[config.mk]
export PLATFORM = sky130hd
export DESIGN_NAME = dbus_wb_master
export DESIGN_NICKNAME = d
export VERILOG_FILES = /design/src/rtl/dbus_pkg.sv /design/src/rtl/dbus_lane_align.sv /design/src/rtl/dbus_wb_master.sv
export SDC_FILE = /design/constraint.sdc
export NUM_CORES = 1
export LEC_CHECK = 0
export ABC_CLOCK_PERIOD_IN_PS = 2700
export CORE_MARGIN = 2
export CORE_UTILIZATION = 26
export CTS_CLUSTER_DIAMETER = 40
export DETAILED_ROUTE_END_ITERATION = 12
export SETUP_SLACK_MARGIN = 0.4
export SLEW_MARGIN = 25
export SYNTH_ARGS = -nofsm -noshare
export SYNTH_HDL_FRONTEND = slang
export SYNTH_SLANG_ARGS = --single-unit
[constraint.sdc]
create_clock -name clk -period 2.7 [get_ports clk]
set_input_delay 0.54 -clock clk [delete_from_list [all_inputs] [get_ports clk]]
set_output_delay 0.54 -clock clk [all_outputs]
set_load 0.005 [all_outputs]
[src/rtl/dbus_pkg.sv]
// Shared types for the data-bus Wishbone bridge: FSM state encoding and
// the RV32I funct3 codes used for load/store sizing.
package dbus_pkg;

  typedef enum logic [1:0] {
    ST_IDLE = 2'd0,
    ST_BUSY = 2'd1,
    ST_DONE = 2'd2
  } dbus_state_e;

  localparam logic [2:0] MEM_B  = 3'b000;
  localparam logic [2:0] MEM_H  = 3'b001;
  localparam logic [2:0] MEM_W  = 3'b010;
  localparam logic [2:0] MEM_BU = 3'b100;
  localparam logic [2:0] MEM_HU = 3'b101;

endpackage

[src/rtl/dbus_lane_align.sv]
// Byte-lane steering for one access: store-side enables/replication,
// misalignment detect, and load-side lane extract with sign/zero extension.
module dbus_lane_align
  import dbus_pkg::*;
(
  input  logic [1:0]  i_off,
  input  logic [2:0]  i_op,
  input  logic [31:0] i_wdata,
  input  logic [31:0] i_rdata,
  output logic [3:0]  o_sel,
  output logic [31:0] o_wdata,
  output logic        o_misaligned,
  output logic [31:0] o_rdata
);

  logic [31:0] w_shifted;

  // Move the addressed lane down to bit 0 before extending.
  assign w_shifted = i_rdata >> {i_off, 3'b000};

  always_comb begin
    o_sel        = 4'b1111;
    o_wdata      = i_wdata;
    o_misaligned = (i_off != 2'b00);
    o_rdata      = i_rdata;
    case (i_op)
      MEM_B, MEM_BU: begin
        o_sel        = 4'b0001 << i_off;
        o_wdata      = {4{i_wdata[7:0]}};
        o_misaligned = 1'b0;
        o_rdata      = (i_op == MEM_B) ? {{24{w_shifted[7]}}, w_shifted[7:0]}
                                       : {24'h000000, w_shifted[7:0]};
      end
      MEM_H, MEM_HU: begin
        o_sel        = 4'b0011 << i_off;
        o_wdata      = {2{i_wdata[15:0]}};
        o_misaligned = i_off[0];
        o_rdata      = (i_op == MEM_H) ? {{16{w_shifted[15]}}, w_shifted[15:0]}
                                       : {16'h0000, w_shifted[15:0]};
      end
      default: begin
        o_sel        = 4'b1111;
        o_wdata      = i_wdata;
        o_misaligned = (i_off != 2'b00);
        o_rdata      = i_rdata;
      end
    endcase
  end

endmodule

[src/rtl/dbus_wb_master.sv]
// MEM-stage load/store to classic single-access Wishbone bridge. One bus
// cycle per request; the pipeline is held until ack, err or timeout.
module dbus_wb_master
  import dbus_pkg::*;
#(
  parameter int TIMEOUT_CYCLES = 255
) (
  input  logic        clk,
  input  logic        reset_n,
  input  logic [31:0] mem_addr_mem,
  input  logic [31:0] mem_wdata_mem,
  input  logic        mem_write_mem,
  input  logic        mem_read_mem,
  input  logic [2:0]  mem_op_mem,
  output logic [31:0] mem_rdata_mem,
  output logic        stall_pipl,
  output logic [31:0] wb_adr_o,
  output logic [31:0] wb_dat_o,
  output logic [3:0]  wb_sel_o,
  output logic        wb_we_o,
  output logic        wb_cyc_o,
  output logic        wb_stb_o,
  input  logic [31:0] wb_dat_i,
  input  logic        wb_ack_i,
  input  logic        wb_err_i,
  output logic        bus_err
);

  localparam int CW = $clog2(TIMEOUT_CYCLES + 1);
  localparam logic [CW-1:0] TO_LAST = CW'(TIMEOUT_CYCLES - 1);

  dbus_state_e   r_state;
  logic [CW-1:0] r_cnt;
  logic [1:0]    r_off;
  logic [2:0]    r_op;

  logic          w_req;
  logic [1:0]    w_off;
  logic [2:0]    w_op;
  logic [3:0]    w_sel;
  logic [31:0]   w_wdata_rep;
  logic          w_misaligned;
  logic [31:0]   w_rdata_ext;

  assign w_req = mem_read_mem | mem_write_mem;

  // One aligner serves both directions: live request in IDLE, the latched
  // offset/op while waiting for the slave's read data.
  assign w_off = (r_state == ST_IDLE) ? mem_addr_mem[1:0] : r_off;
  assign w_op  = (r_state == ST_IDLE) ? mem_op_mem        : r_op;

  assign stall_pipl = reset_n &
                      ((r_state == ST_BUSY) | ((r_state == ST_IDLE) & w_req));

  dbus_lane_align u_align (
    .i_off        (w_off),
    .i_op         (w_op),
    .i_wdata      (mem_wdata_mem),
    .i_rdata      (wb_dat_i),
    .o_sel        (w_sel),
    .o_wdata      (w_wdata_rep),
    .o_misaligned (w_misaligned),
    .o_rdata      (w_rdata_ext)
  );

  always_ff @(posedge clk or negedge reset_n) begin
    if (!reset_n) begin
      r_state       <= ST_IDLE;
      r_cnt         <= '0;
      r_off         <= '0;
      r_op          <= '0;
      wb_adr_o      <= '0;
      wb_dat_o      <= '0;
      wb_sel_o      <= '0;
      wb_we_o       <= 1'b0;
      wb_cyc_o      <= 1'b0;
      wb_stb_o      <= 1'b0;
      mem_rdata_mem <= '0;
      bus_err       <= 1'b0;
    end else begin
      // Result and error only live for the single DONE cycle.
      bus_err       <= 1'b0;
      mem_rdata_mem <= '0;
      case (r_state)
        ST_IDLE: begin
          if (w_req) begin
            r_off <= mem_addr_mem[1:0];
            r_op  <= mem_op_mem;
            if (w_misaligned) begin
              bus_err <= 1'b1;
              r_state <= ST_DONE;
            end else begin
              wb_adr_o <= {mem_addr_mem[31:2], 2'b00};
              wb_dat_o <= w_wdata_rep;
              wb_sel_o <= w_sel;
              wb_we_o  <= mem_write_mem;
              wb_cyc_o <= 1'b1;
              wb_stb_o <= 1'b1;
              r_cnt    <= '0;
              r_state  <= ST_BUSY;
            end
          end
        end
        ST_BUSY: begin
          r_cnt <= r_cnt + 1'b1;
          if (wb_err_i || (!wb_ack_i && (r_cnt == TO_LAST))) begin
            wb_cyc_o <= 1'b0;
            wb_stb_o <= 1'b0;
            bus_err  <= 1'b1;
            r_state  <= ST_DONE;
          end else if (wb_ack_i) begin
            wb_cyc_o <= 1'b0;
            wb_stb_o <= 1'b0;
            if (!wb_we_o) begin
              mem_rdata_mem <= w_rdata_ext;
            end
            r_state <= ST_DONE;
          end
        end
        default: begin
          r_state <= ST_IDLE;
        end
      endcase
    end
  end

endmodule
==> results.cfg <==
[power_and_ir_drop]
switching_power_mw = 3.28
p_comb_share_pct = 47.3
cellPowerDensity_nw_per_um2 = 1160
netSwitchingFraction_pct = 33.2
ir_worst_vdd_mv = 0.529
cellInternalPower_mw = 6.62
clkPwrFrac_pct = 25.0
power_leakage_nw = 3.62
power_frac_seq_pct = 27.7

[setup_path]
r2r_start = r_state[1]
cp_max_fo = 8
cpPeakStageDelay_ps = 410
critPathSlowestCell = dfrtp_1
worstPathArrival_ps = 2560
critPathCaptureType = flip-flop
path_class = reg -> reg
required_ps = 3000
cp-startpoint = r_state[1]
crit_chain = or2_1 > mux2i_4 > mux2i_1 > mux2i_1 > a31o_2 > o221a_2
start_kind = flip-flop
crit_top_cell = mux2i_1

[drt]
drc = 0
vias = 4525
via_per_inst = 4.63
drt_first_pass_iters = 4
drtIter0Drc = 228
wire_per_inst_um = 16.8
routed_wl_um = 16400
postRouteAntennaNets = 0

[floorplanning]
die_w_um = 146
io_pins = 210
die_h_um = 146
dieArea_um2 = 21400
start_util_pct = 26.3
row_count = 52
coreArea_um2 = 20000

[timing]
report.final.slew_viol_count = 0
tns_ps = 0
final-setup-viol-count = 0
whs_ps = 280
period_minus_slack_ps = 2260
grt_setup_unrepaired = true
max_slew_margin_pct = 57.8
worstMarginPinSlew_ps = 633
clock_skew_ps = 9.87
setup_ws_ps = 441
hold_viol = 0
max_freq_ghz = 0.443
fin_crit_sh_pct = 83.7

[final_layout]
fillers = 1934
area_growth_pct = 62.2
final_nets = 803
n_antenna_cell = 0
drive_gt1_share_pct = 20.4

[global_routing]
grt_pass1_vias = 4738
gr-total-overflow = 0
grt_most_used_layer = met2
grt_util_met3_pct = 4.00
grt_pass1_wl_um = 25800
grt_max_degree = 117
grtUsageMet2_pct = 26.9
grt_use_total_pct = 15.5
antenna_found_initial = 1
grt_use_met1_pct = 18.8

[synth]
syn-mean-instance-area_um2 = 11.2
netlist_area_um2 = 5260
synth_flop_cell = dfrtp_1
syn-instance-count = 471
ys_warn_count = 0
async_reset_ff_share_pct = 100
yosysSeqAreaShare_pct = 55.2
ys_types = 48
ys_ff_latch = 116
synth_edf_count = 0

[clock_tree]
cts_root_buf = clkbuf_16
cts_tree = built
clkSinkCount = 116
hold_buffers = 0
clk_latency_ps = 410
cts_buffers = 17
cts_htree_levels = 4
clock_path_buffers = 2
clk_pin_slew_worst_paths_ps = 60

[place]
pre_cts_slack_ps = -18.8
port_buffers = 207
globalplace.congestion = 0.826
dpl.hpwl_um = 12500

[job]
drv_cap = 0

[run_status]
status = finished clean

[hold_path]
hold_path.class = in -> async
-- routing by layer --
layer | vias up | routed length [µm] | part of all wire (%)
met5 | - | 0 | 0
met4 | 0 | 248 | 1.5
met3 | 14 | 767 | 4.7
met2 | 123 | 8300 | 51
met1 | 2245 | 7080 | 43
li1 | 2143 | - | -
-- kinds of logic after synthesis --
group	after synthesis	synth area share (%)
and+or+nand+nor	131	11.1
AOI/OAI and AO/OA	116	14.9
DFF	116	55.2
muxes	64	13.6
buffers and inverters	32	3.28
xor gates and xnor gates	9	1.50
adders and majority gates	2	0.475
other	1	0.0713
-- stage by stage --
step / util (%) / std cells / total power, mW / area (µm²)
floorplan: - / 472 / 5.10 / 5270
global placement: 39.0 / 945 / 7.24 / 7810
detailed placement: 39.0 / 945 / 7.40 / 7810
CTS: 42.2 / 975 / 9.92 / 8460
global route: 42.6 / 977 / 10.5 / 8540
finish: 42.6 / 977 / 9.91 / 8540
-- power groups by stage --
stage          sequential [mW]  clock, mW  combinational (mW)
5_1_grt                   2.83       2.60                5.11
3_3_place_gp              2.74          0                4.50
4_1_cts                   2.75       2.52                4.64
3_5_place_dp              2.78          0                4.62
6_report                  2.74       2.48                4.68
2_1_floorplan             2.76          0                2.34
-- worst max-delay path, delay by kind of cell, from the launching register on --
family	cells	cell delay, ps
and+or+nand+nor	1	320
DFF	1	410
AOI/OAI and AO/OA	2	640
muxes	3	770
-- state kept, by name, indices dropped and copies added (netlist names) --
register and flops:
mem_rdata_mem 32, wb_dat_o 32, wb_adr_o 30, r_cnt 8, wb_sel_o 4, r_op 3, r_off 2, r_state 2
bus_err 1, wb_stb_o 1, wb_we_o 1
-- cells in the final DEF (no fill, tap or decap), types with 7 or more instances in the layout --
master	n
buf_4	21
dfrtp_1	116
mux2i_1	13
clkbuf_16	17
o21ai_0	39
a21oi_2	10
mux2_2	48
nand2_1	76
clkdlybuf4s50_1	205
o221a_2	8
buf_12	7
nor2_1	20
a21oi_1	27
and3_1	9
-- area by class of cell --
class                   count  area, µm²  share of cell area [%]
clock buffers              21        470                    5.51
clock inverters             9        176                    2.07
inverters                   1       3.75                  0.0440
multi-input cells         324       2260                    26.5
flip-flops and latches    116       2900                    34.0
well taps                 270        338                    3.96
repair buffers            236       2380                    27.9
-- timing repair --
| item | 4_1_cts | 5_1_grt |
|---|---|---|
| pin swaps | 1 | 0 |
| setup buffers | 0 | 2 |
| resized for setup | 3 | 12 |
| hold endpoints to repair | 0 | 0 |
| endpoints found under the setup margin | 31 | 80 |
-- synth_stat cells, types with 5 or more instances --
library cell,instances,area share (%)
o21ai_0,40,3.8
clkbuf_1,11,0.78
o221a_2,8,1.7
nand2_1,77,5.5
a221oi_1,8,1.3
and3_1,9,1.1
buf_4,9,1.3
xnor2_1,5,0.83
nor2_1,21,1.5
dfrtp_1,116,55
mux2i_1,15,2.9
mux2_2,48,10
a21oi_1,27,2.6
buf_2,9,0.86
a222oi_1,6,1.1
a21oi_2,10,1.7
-- path summary, 6_finish.rpt --
kind	endpoint	slack, ps	depth (start not counted)
min in group clk	wb_dat_o[17]	480	2
worst min register to register	wb_dat_o[17]	480	2
max in group asynchronous	wb_dat_o[14]	1930	2
worst max-delay path	mem_rdata_mem[14]	440	6
worst max register to register	mem_rdata_mem[14]	440	6
worst min-delay path	mem_rdata_mem[25]	280	2
No activity file was read; power rests on OpenSTA's default activity.
